==> config.mk <==
export PLATFORM = sky130hd
export DESIGN_NAME = cdb_arbiter
export DESIGN_NICKNAME = d
export VERILOG_FILES = /design/src/rtl/cdb_arbiter.sv
export SDC_FILE = /design/constraint.sdc
export NUM_CORES = 1
export LEC_CHECK = 0
export ABC_AREA = 1
export CORE_AREA = 4 4 80 82
export CTS_BUF_LIST = sky130_fd_sc_hd__clkbuf_2 sky130_fd_sc_hd__clkbuf_4 sky130_fd_sc_hd__clkbuf_8
export CTS_CLUSTER_SIZE = 20
export DETAILED_ROUTE_END_ITERATION = 16
export DIE_AREA = 0 0 84 86
export DONT_BUFFER_PORTS = 1
export PLACE_DENSITY = 0.69
export SYNTH_ARGS = -nofsm -noshare
export SYNTH_HDL_FRONTEND = slang
export SYNTH_SLANG_ARGS = --single-unit
==> constraint.sdc <==
create_clock -name clk -period 2.06 [get_ports clk]
set_input_delay 0.412 -clock clk [delete_from_list [all_inputs] [get_ports clk]]
set_output_delay 0.412 -clock clk [all_outputs]
set_load 0.02 [all_outputs]
==> src/rtl/cdb_arbiter.sv <==
// cdb_arbiter
// Round-robin responder for the per-register-file common data bus (CDB).
// Execution units raise req_valid to ask for a broadcast slot. One winner is
// granted combinationally through req_ready, and its tag is captured on that
// edge. One cycle later the winner's registered result is broadcast on the
// cdb_* outputs. A flush squashes both the current grant and the pending
// broadcast.
//
// Ports:
//   clk, reset   clock, synchronous active-high reset
//   req_valid    [N_REQ]             per-unit slot request
//   req_ready    [N_REQ]             per-unit grant, one-hot or zero
//   req_tag      [N_REQ*TAG_WIDTH]   per-unit ROB tag, sampled in grant cycle
//   req_data     [N_REQ*DATA_WIDTH]  per-unit result, read the cycle after grant
//   flush        squash grant and in-flight broadcast
//   cdb_valid/cdb_tag/cdb_data       broadcast (tag/data zero when not valid)
//   grant_count  [16]                saturating count of grants since reset
module cdb_arbiter #(
  parameter int N_REQ      = 4,
  parameter int TAG_WIDTH  = 5,
  parameter int DATA_WIDTH = 32
) (
  input  logic                          clk,
  input  logic                          reset,
  input  logic [N_REQ-1:0]              req_valid,
  output logic [N_REQ-1:0]              req_ready,
  input  logic [N_REQ*TAG_WIDTH-1:0]    req_tag,
  input  logic [N_REQ*DATA_WIDTH-1:0]   req_data,
  input  logic                          flush,
  output logic                          cdb_valid,
  output logic [TAG_WIDTH-1:0]          cdb_tag,
  output logic [DATA_WIDTH-1:0]         cdb_data,
  output logic [15:0]                   grant_count
);

  localparam int PW = (N_REQ > 1) ? $clog2(N_REQ) : 1;

  logic [PW-1:0]         rr_ptr, pend_idx, grant_idx, cand;
  logic                  pend_valid, grant;
  logic [TAG_WIDTH-1:0]  pend_tag, grant_tag;
  logic [DATA_WIDTH-1:0] pend_data;

  // Rotating scan starting at rr_ptr. The modulo keeps every candidate
  // index below N_REQ, including for non-power-of-two N_REQ.
  always_comb begin
    req_ready = '0;
    grant     = 1'b0;
    grant_idx = '0;
    cand      = '0;
    if (!reset && !flush) begin
      for (int k = 0; k < N_REQ; k++) begin
        cand = PW'((int'(rr_ptr) + k) % N_REQ);
        if (!grant && req_valid[cand]) begin
          grant     = 1'b1;
          grant_idx = cand;
        end
      end
      if (grant) req_ready[grant_idx] = 1'b1;
    end
  end

  // Winner tag mux (grant cycle) and pending-unit data mux (broadcast cycle).
  always_comb begin
    grant_tag = '0;
    pend_data = '0;
    for (int i = 0; i < N_REQ; i++) begin
      if (grant_idx == PW'(i)) grant_tag = req_tag[i*TAG_WIDTH +: TAG_WIDTH];
      if (pend_idx == PW'(i))  pend_data = req_data[i*DATA_WIDTH +: DATA_WIDTH];
    end
  end

  always_ff @(posedge clk) begin
    if (reset) begin
      rr_ptr      <= '0;
      pend_valid  <= 1'b0;
      pend_idx    <= '0;
      pend_tag    <= '0;
      grant_count <= '0;
    end else begin
      // grant is already forced low during flush, so this also squashes
      // the slot and leaves rr_ptr untouched.
      pend_valid <= grant;
      if (grant) begin
        pend_idx <= grant_idx;
        pend_tag <= grant_tag;
        rr_ptr   <= (grant_idx == PW'(N_REQ-1)) ? '0 : grant_idx + 1'b1;
        if (grant_count != 16'hFFFF) grant_count <= grant_count + 16'd1;
      end
    end
  end

  assign cdb_valid = pend_valid && !flush;
  assign cdb_tag   = cdb_valid ? pend_tag  : '0;
  assign cdb_data  = cdb_valid ? pend_data : '0;

endmodule

==> Word level (Yosys, flattened, before mapping) <==
Cells that the tools add are included.
{ "op_classes": {"n_reduce_logical": 14, "add_sub_neg": 5, "mul": 0, "order_cmp": 6, "n_eq_ne": 7, "bitwise_logic": 0, "div_mod_pow": 0, "muxes": 38, "n_shift": 0} }
{ "op_table": {"columns": ["cell", "n"], "rows": [
  ["$mux W32", 5],
  ["$mux W5", 5],
  ["$add A16 B1 Y16 const B", 1],
  ["$ne A16 B16 Y1 const B", 1],
  ["$lt A2 B3 Y1 const B", 5],
  ["$mux W1", 14],
  ["$mux W2", 7],
  ["$bmux W1 S2", 4],
  ["$eq A2 B2 Y1 const B", 4],
  ["$mux W4", 2],
  ["$logic_and A1 B1 Y1", 6],
  ["$logic_not A1 Y1", 5],
  ["$add A2 B1 Y2 const B", 2],
  ["$add A2 B2 Y2 const B", 2],
  ["$eq A2 B1 Y1 const B", 2],
  ["$logic_not A2 Y1", 2],
  ["$demux W1 S2", 1],
  ["$ge A2 B1 Y1 const B", 1],
  ["$reduce_and A2 Y1", 1]
]} }
{ "totals": {"mem_count": 0, "ff_bits": 26, "word_cells": 75, "inputBits": 155, "out_inout_bits": 58, "latchBits": 0, "romBits": 0, "ram_bits": 0} }

==> Longest topological paths before layout <==
{ "logic_depth": {"word_depth": 22, "mapped_depth": 17, "ltp_nobuf": 17} }

==> Worst setup path after synthesis <==
Ideal clock, no wire load.
{ "synth_path": {"path_type": "input to register", "start": "input port reset", "end": "register pend_tag[3]", "required_time_ns": 1.986, "n_path_buf": 1, "path_stages": 11, "slack_ns": -0.122, "t_arrival_ns": 2.107, "cell_sequence": "clkbuf_1 > nor2_2 > nand2_4 > inv_1 > nand3_2 > ha_1 > nor2_1 > a22oi_1 > o21ai_0 > a21boi_0 > o21ai_0"} }
{ "synth_via": {"elab_chain_cells": 8} }
{ "synth_lines": {"columns": ["element", "line_no", "source"], "rows": [
  ["start: declaration", "24", "input logic reset,"],
  ["$logic_not A1 Y1", "50", "if (!reset && !flush) begin"],
  ["$logic_and A1 B1 Y1", "50", null],
  ["$mux W2", "50", null],
  ["$logic_not A2 Y1", "67", "if (grant_idx == PW'(i)) grant_tag = req_tag[i*TAG_WIDTH +: TAG_WIDTH];"],
  ["$mux W5 (4 in series)", "67", null],
  ["end signal: assignment", "85", "pend_tag <= grant_tag;"],
  ["end: declaration", "40", "logic [TAG_WIDTH-1:0] pend_tag, grant_tag;"]
]} }
Several ways; a longest one is shown, not always the timed one.
A chain may end at the register's enable or synchronous reset.

==> Final worst setup path <==
{ "layout_path": {"start": "register rr_ptr[0]", "end": "output port req_ready[3]"} }
{ "layout_via": {"elab_chain_cells": 22} }
{ "layout_lines": {"columns": ["element", "line_no", "source"], "rows": [
  ["start: declaration", "38", "logic [PW-1:0] rr_ptr, pend_idx, grant_idx, cand;"],
  ["start signal: assignment", "86", "rr_ptr <= (grant_idx == PW'(N_REQ-1)) ? '0 : grant_idx + 1'b1;"],
  ["$bmux W1 S2", "53", "if (!grant && req_valid[cand]) begin"],
  ["$mux W1 (implied by the code)", "53", null],
  ["$mux W1", "53", null],
  ["$mux W1", "50", null],
  ["$logic_not A1 Y1", "53", null],
  ["$logic_and A1 B1 Y1", "53", null],
  ["$mux W1", "53", null],
  ["$mux W1", "50", null],
  ["[... 6 more ...]", null, null],
  ["$mux W2", "53", null],
  ["$mux W2", "50", null],
  ["$lt A2 B3 Y1 (implied by the code) / $ge A2 B1 Y1 (equally long branches)", "58", "if (grant) req_ready[grant_idx] = 1'b1;"],
  ["$logic_and A1 B1 Y1 (implied by the code)", "58", null],
  ["$mux W1 (implied by the code)", "58", null],
  ["$demux W1 S2", "58", null],
  ["$mux W4 (*)", "58", null],
  ["$mux W4 (*)", "50", null],
  ["end: declaration", "26", "output logic [N_REQ-1:0] req_ready,"]
]} }
Every way passes the cells marked *; elsewhere a longest branch is shown, timed or not. The select of a mux whose other input is x is not followed.

==> results.py <==
metrics = {
    "status": {
        "status": "finished with violations",
        "failed_checks": "setup timing",
    },
    "synth": {
        "yosysMostFrequentCell": "nand2_1",
        "yosysTopAreaCell": "dfxtp_1",
        "synth_xor_area_frac": 0.0208,
        "muxShareOfSynthArea": 0,
        "synth-async-reset-ratio": 0,
        "postSynthCellCount": 493,
        "synthTopCellsByArea": "dfxtp_1 18%, nand2_1 13%, nand3_1 10%",
        "synth-compound-area-share": 0.239,
        "ys_top_cells_by_count": "105 x nand2_1, 60 x nand3_1, 50 x inv_1, 46 x nor2_1, 38 x o21ai_0",
        "synth-edff-count": 0,
        "synth_simple_gate_area_frac": 0.425,
        "yosysWarnings": 0,
        "synth_top_family_by_area": "simple AND/OR/NAND/NOR gates",
        "post_synth_fa_ha_maj_area_fraction": 0.0213,
        "synth_seq_area_share": 0.177,
        "avgSynthCellArea_um2": 5.97,
        "synth.net_count": 653,
        "ys_ff_latch": 26,
        "netlist_area_mm2": 0.00294,
        "ys.flop_type": "dfxtp_1",
        "yosys.area.top_type_share": 0.177,
        "synth_cell_types": 39,
    },
    "drt": {
        "routed_wl_um": 11000,
        "vias_per_cell": 5.96,
        "dr.pass1.iters": 5,
        "ant_nets": 0,
        "num_vias": 3698,
        "first_iter_violations": 155,
        "drc": 0,
        "post_drt_wl_per_cell_um": 17.7,
    },
    "final_layout": {
        "drive_above_1_share": 0.314,
        "nets": 707,
        "diodes": 0,
        "synthToLayoutAreaGrowth_pct": 33.4,
    },
    "floorplan": {
        "die_w_um": 84,
        "coreArea_mm2": 0.00575,
        "die_h_um": 86,
        "die_area_mm2": 0.00722,
        "start_util": 0.512,
        "rows": 28,
        "pin_count": 213,
    },
    "clocking": {
        "clock-sinks": 26,
        "postCtsHoldBufs": 0,
        "cts.path.max_buffers": 2,
        "cts_buffers": 3,
        "insertion_delay_ns": 0.27,
        "cts_htree_levels": 1,
        "clk_pin_slew_ns": 0.10,
        "cts-root-buf": "clkbuf_8",
        "cts_tree": "yes",
    },
    "pwr": {
        "p_leak_nw": 1.73,
        "pwr-share-comb": 0.734,
        "power_density_mw_per_mm2": 902,
        "vdd_drop_max_mv": 0.502,
        "p_int_w": 0.00176,
        "p_total_w": 0.00354,
        "power.share.clock": 0.083,
        "power.share.switching": 0.504,
        "seq_power_share": 0.183,
        "p_switching_w": 0.00179,
    },
    "timing": {
        "hold_ws_ns": 0.187,
        "slew_headroom": 0.732,
        "finalSetupViolations": 9,
        "period_needed_ns": 2.28,
        "hold_viol_final": 0,
        "slew_viol_final": 0,
        "timing.final.crit_share": 1.11,
        "timing_worst_slew_pin_value_ns": 0.401,
        "skew_ns": 0.00852,
        "layout_setup_ws_ns": -0.219,
        "rsz0062_at_grt": "yes",
        "fmaxAchievable_mhz": 439,
    },
    "setup_path": {
        "crit_type": "reg2out",
        "timing.rr.start": "rr_ptr[0]$_SDFFE_PP0P_",
        "crit_chain": "buf_8 > nand2_4 > nand3_2 > nand2_4 > nand3_2 > nand2_1 > nand2_2 > nand2_4 > nor2_4 > inv_2 > buf_6 > nor2_4 > buf_6",
        "crit_required_ns": 1.65,
        "critPathMaxStageDelay_ns": 0.39,
        "cp_max_fo": 6,
        "endpoint_kind": "primary output",
        "critPathArrivalTime_ns": 1.87,
        "cp_slowest_cell": "dfxtp_4",
        "ff2ff_path_depth": 16,
        "crit_start": "rr_ptr[0]$_SDFFE_PP0P_",
        "cp-endpoint": "req_ready[3]",
        "timing.rr.end": "pend_tag[0]$_SDFFE_PP0P_",
        "worst_path_most_repeated_cell": "nand2_4",
        "start_kind": "flop",
        "ff2ff_setup_slack_ns": -0.17,
    },
    "flow_run": {
        "cap_viol_max_count": 0,
    },
    "grt": {
        "grt_max_degree": 37,
        "overflow": 0,
        "antenna_found_initial": 1,
        "grt_pass1_wl_um": 16900,
        "grt_pass1_vias": 3542,
        "grt_usage": 0.276,
    },
    "place": {
        "hpwl_um": 8020,
        "portBuffers": 0,
        "gp_congestion": 0.986,
        "place_ws_ns": -0.197,
    },
    "hold_path": {
        "hold_class": "in2reg",
        "holdCritStartpoint": "reset",
    },
}
-- worst min path at each step --
stage | endpoint | slack (ns) | cells after the start
6_report | grant_count[13]$_SDFFE_PP0P_ | 0.19 | 1
5_1_grt | grant_count[7]$_SDFFE_PP0P_ | 0.17 | 1
4_1_cts | grant_count[10]$_SDFFE_PP0P_ | 0.18 | 1
3_5_place_dp | pend_tag[4]$_SDFFE_PP0P_ | 0.47 | 2
3_3_place_gp | pend_tag[0]$_SDFFE_PP0P_ | 0.47 | 2
2_1_floorplan | pend_tag[3]$_SDFFE_PP0P_ | 0.45 | 2
-- logic make-up (layout without fill, tap and decap cells) --
logic type,after synthesis,after routing
and+or+nand+nor,262,262
AOI/OAI and AO/OA,111,111
buffers and inverters,82,134
DFF,26,26
xor gates and xnor gates,7,7
adders and majority gates,5,5
-- metal layers --
layer	up-vias	track usage	wire length, um
met4	2	0.0439	201
li1	1773	-	-
met3	26	0.0865	1070
met1	1691	0.337	4340
met5	-	0	13
met2	206	0.487	5370
-- stage by stage --
step                setup TNS [ns]  instance area (um^2)  utilization  std cells
floorplan                        0                  2980            -        493
global placement            -0.372                  3410        0.594        601
detailed placement          -0.886                  3410        0.594        601
CTS                          -1.18                  3760        0.654        615
global route                 -2.48                  3920        0.683        620
finish                       -1.61                  3920        0.683        620
-- state kept, by name (all words and copies together) (netlist names) --
name	flops
grant_count	16
pend_idx	2
pend_tag	5
pend_valid	1
rr_ptr	2
-- cell type report --
type,count,area (um^2)
Sequential cell,26,533
Timing Repair Buffer,76,678
Multi-Input combinational cell,385,2360
Tap cell,75,93.8
Clock buffer,3,41.3
Fill cell,510,1820
Inverter,54,213
Timing Repair inverter,1,7.51
-- power by group through the flow --
stage	logic [W]	registers [W]	clock network, W
2_1_floorplan	0.00144	0.000619	0
3_3_place_gp	0.00189	0.000617	0
3_5_place_dp	0.00194	0.000618	0
4_1_cts	0.00232	0.000619	0.000302
5_1_grt	0.00283	0.000655	0.000322
6_report	0.00260	0.000647	0.000294
-- cell usage in the layout (no fill, tap or decap), types with 2 or more instances in the layout --
| cell | synthesis | layout |
|---|---|---|
| dfxtp_1 | 26 | 22 |
| ha_1 | 5 | 3 |
| nand3_2 | 1 | 6 |
| nand3_4 | 2 | 5 |
| inv_4 | 0 | 4 |
| buf_12 | 1 | 3 |
| nor3_1 | 2 | 2 |
| nand3_1 | 60 | 52 |
| nand4_1 | 19 | 19 |
| a21oi_2 | 8 | 8 |
| nand2_4 | 4 | 16 |
| a21boi_1 | 0 | 5 |
| clkbuf_8 | 0 | 3 |
| buf_4 | 2 | 59 |
| nor2_2 | 3 | 2 |
| a22oi_2 | 0 | 5 |
| xor2_1 | 6 | 6 |
| inv_1 | 50 | 43 |
| nand3b_1 | 2 | 2 |
| nor2_4 | 1 | 7 |
| o221ai_1 | 9 | 9 |
| o21ai_0 | 38 | 30 |
| dfxtp_4 | 0 | 3 |
| o211ai_1 | 18 | 18 |
| nor2_1 | 46 | 41 |
| or2_2 | 4 | 4 |
| buf_6 | 1 | 12 |
| o22ai_1 | 5 | 5 |
| o21ai_1 | 4 | 12 |
| a21oi_1 | 16 | 15 |
| nand2_2 | 12 | 18 |
| inv_2 | 2 | 6 |
| nand2_1 | 105 | 86 |
-- worst max-delay path, delay by kind of cell (launching register included) --
family,cells,cell delay (ns)
DFF,1,0.39
buffers and inverters,4,0.43
and+or+nand+nor,9,0.77
-- repair_timing --
action | CTS | global route
gates cloned | 0 | 2
pin swaps | 31 | 5
setup buffers | 11 | 3
endpoints found under the setup margin | 21 | 25
hold endpoints to repair | 0 | 0
gates resized for setup | 70 | 33
No activity file was read; power rests on OpenSTA's default activity.
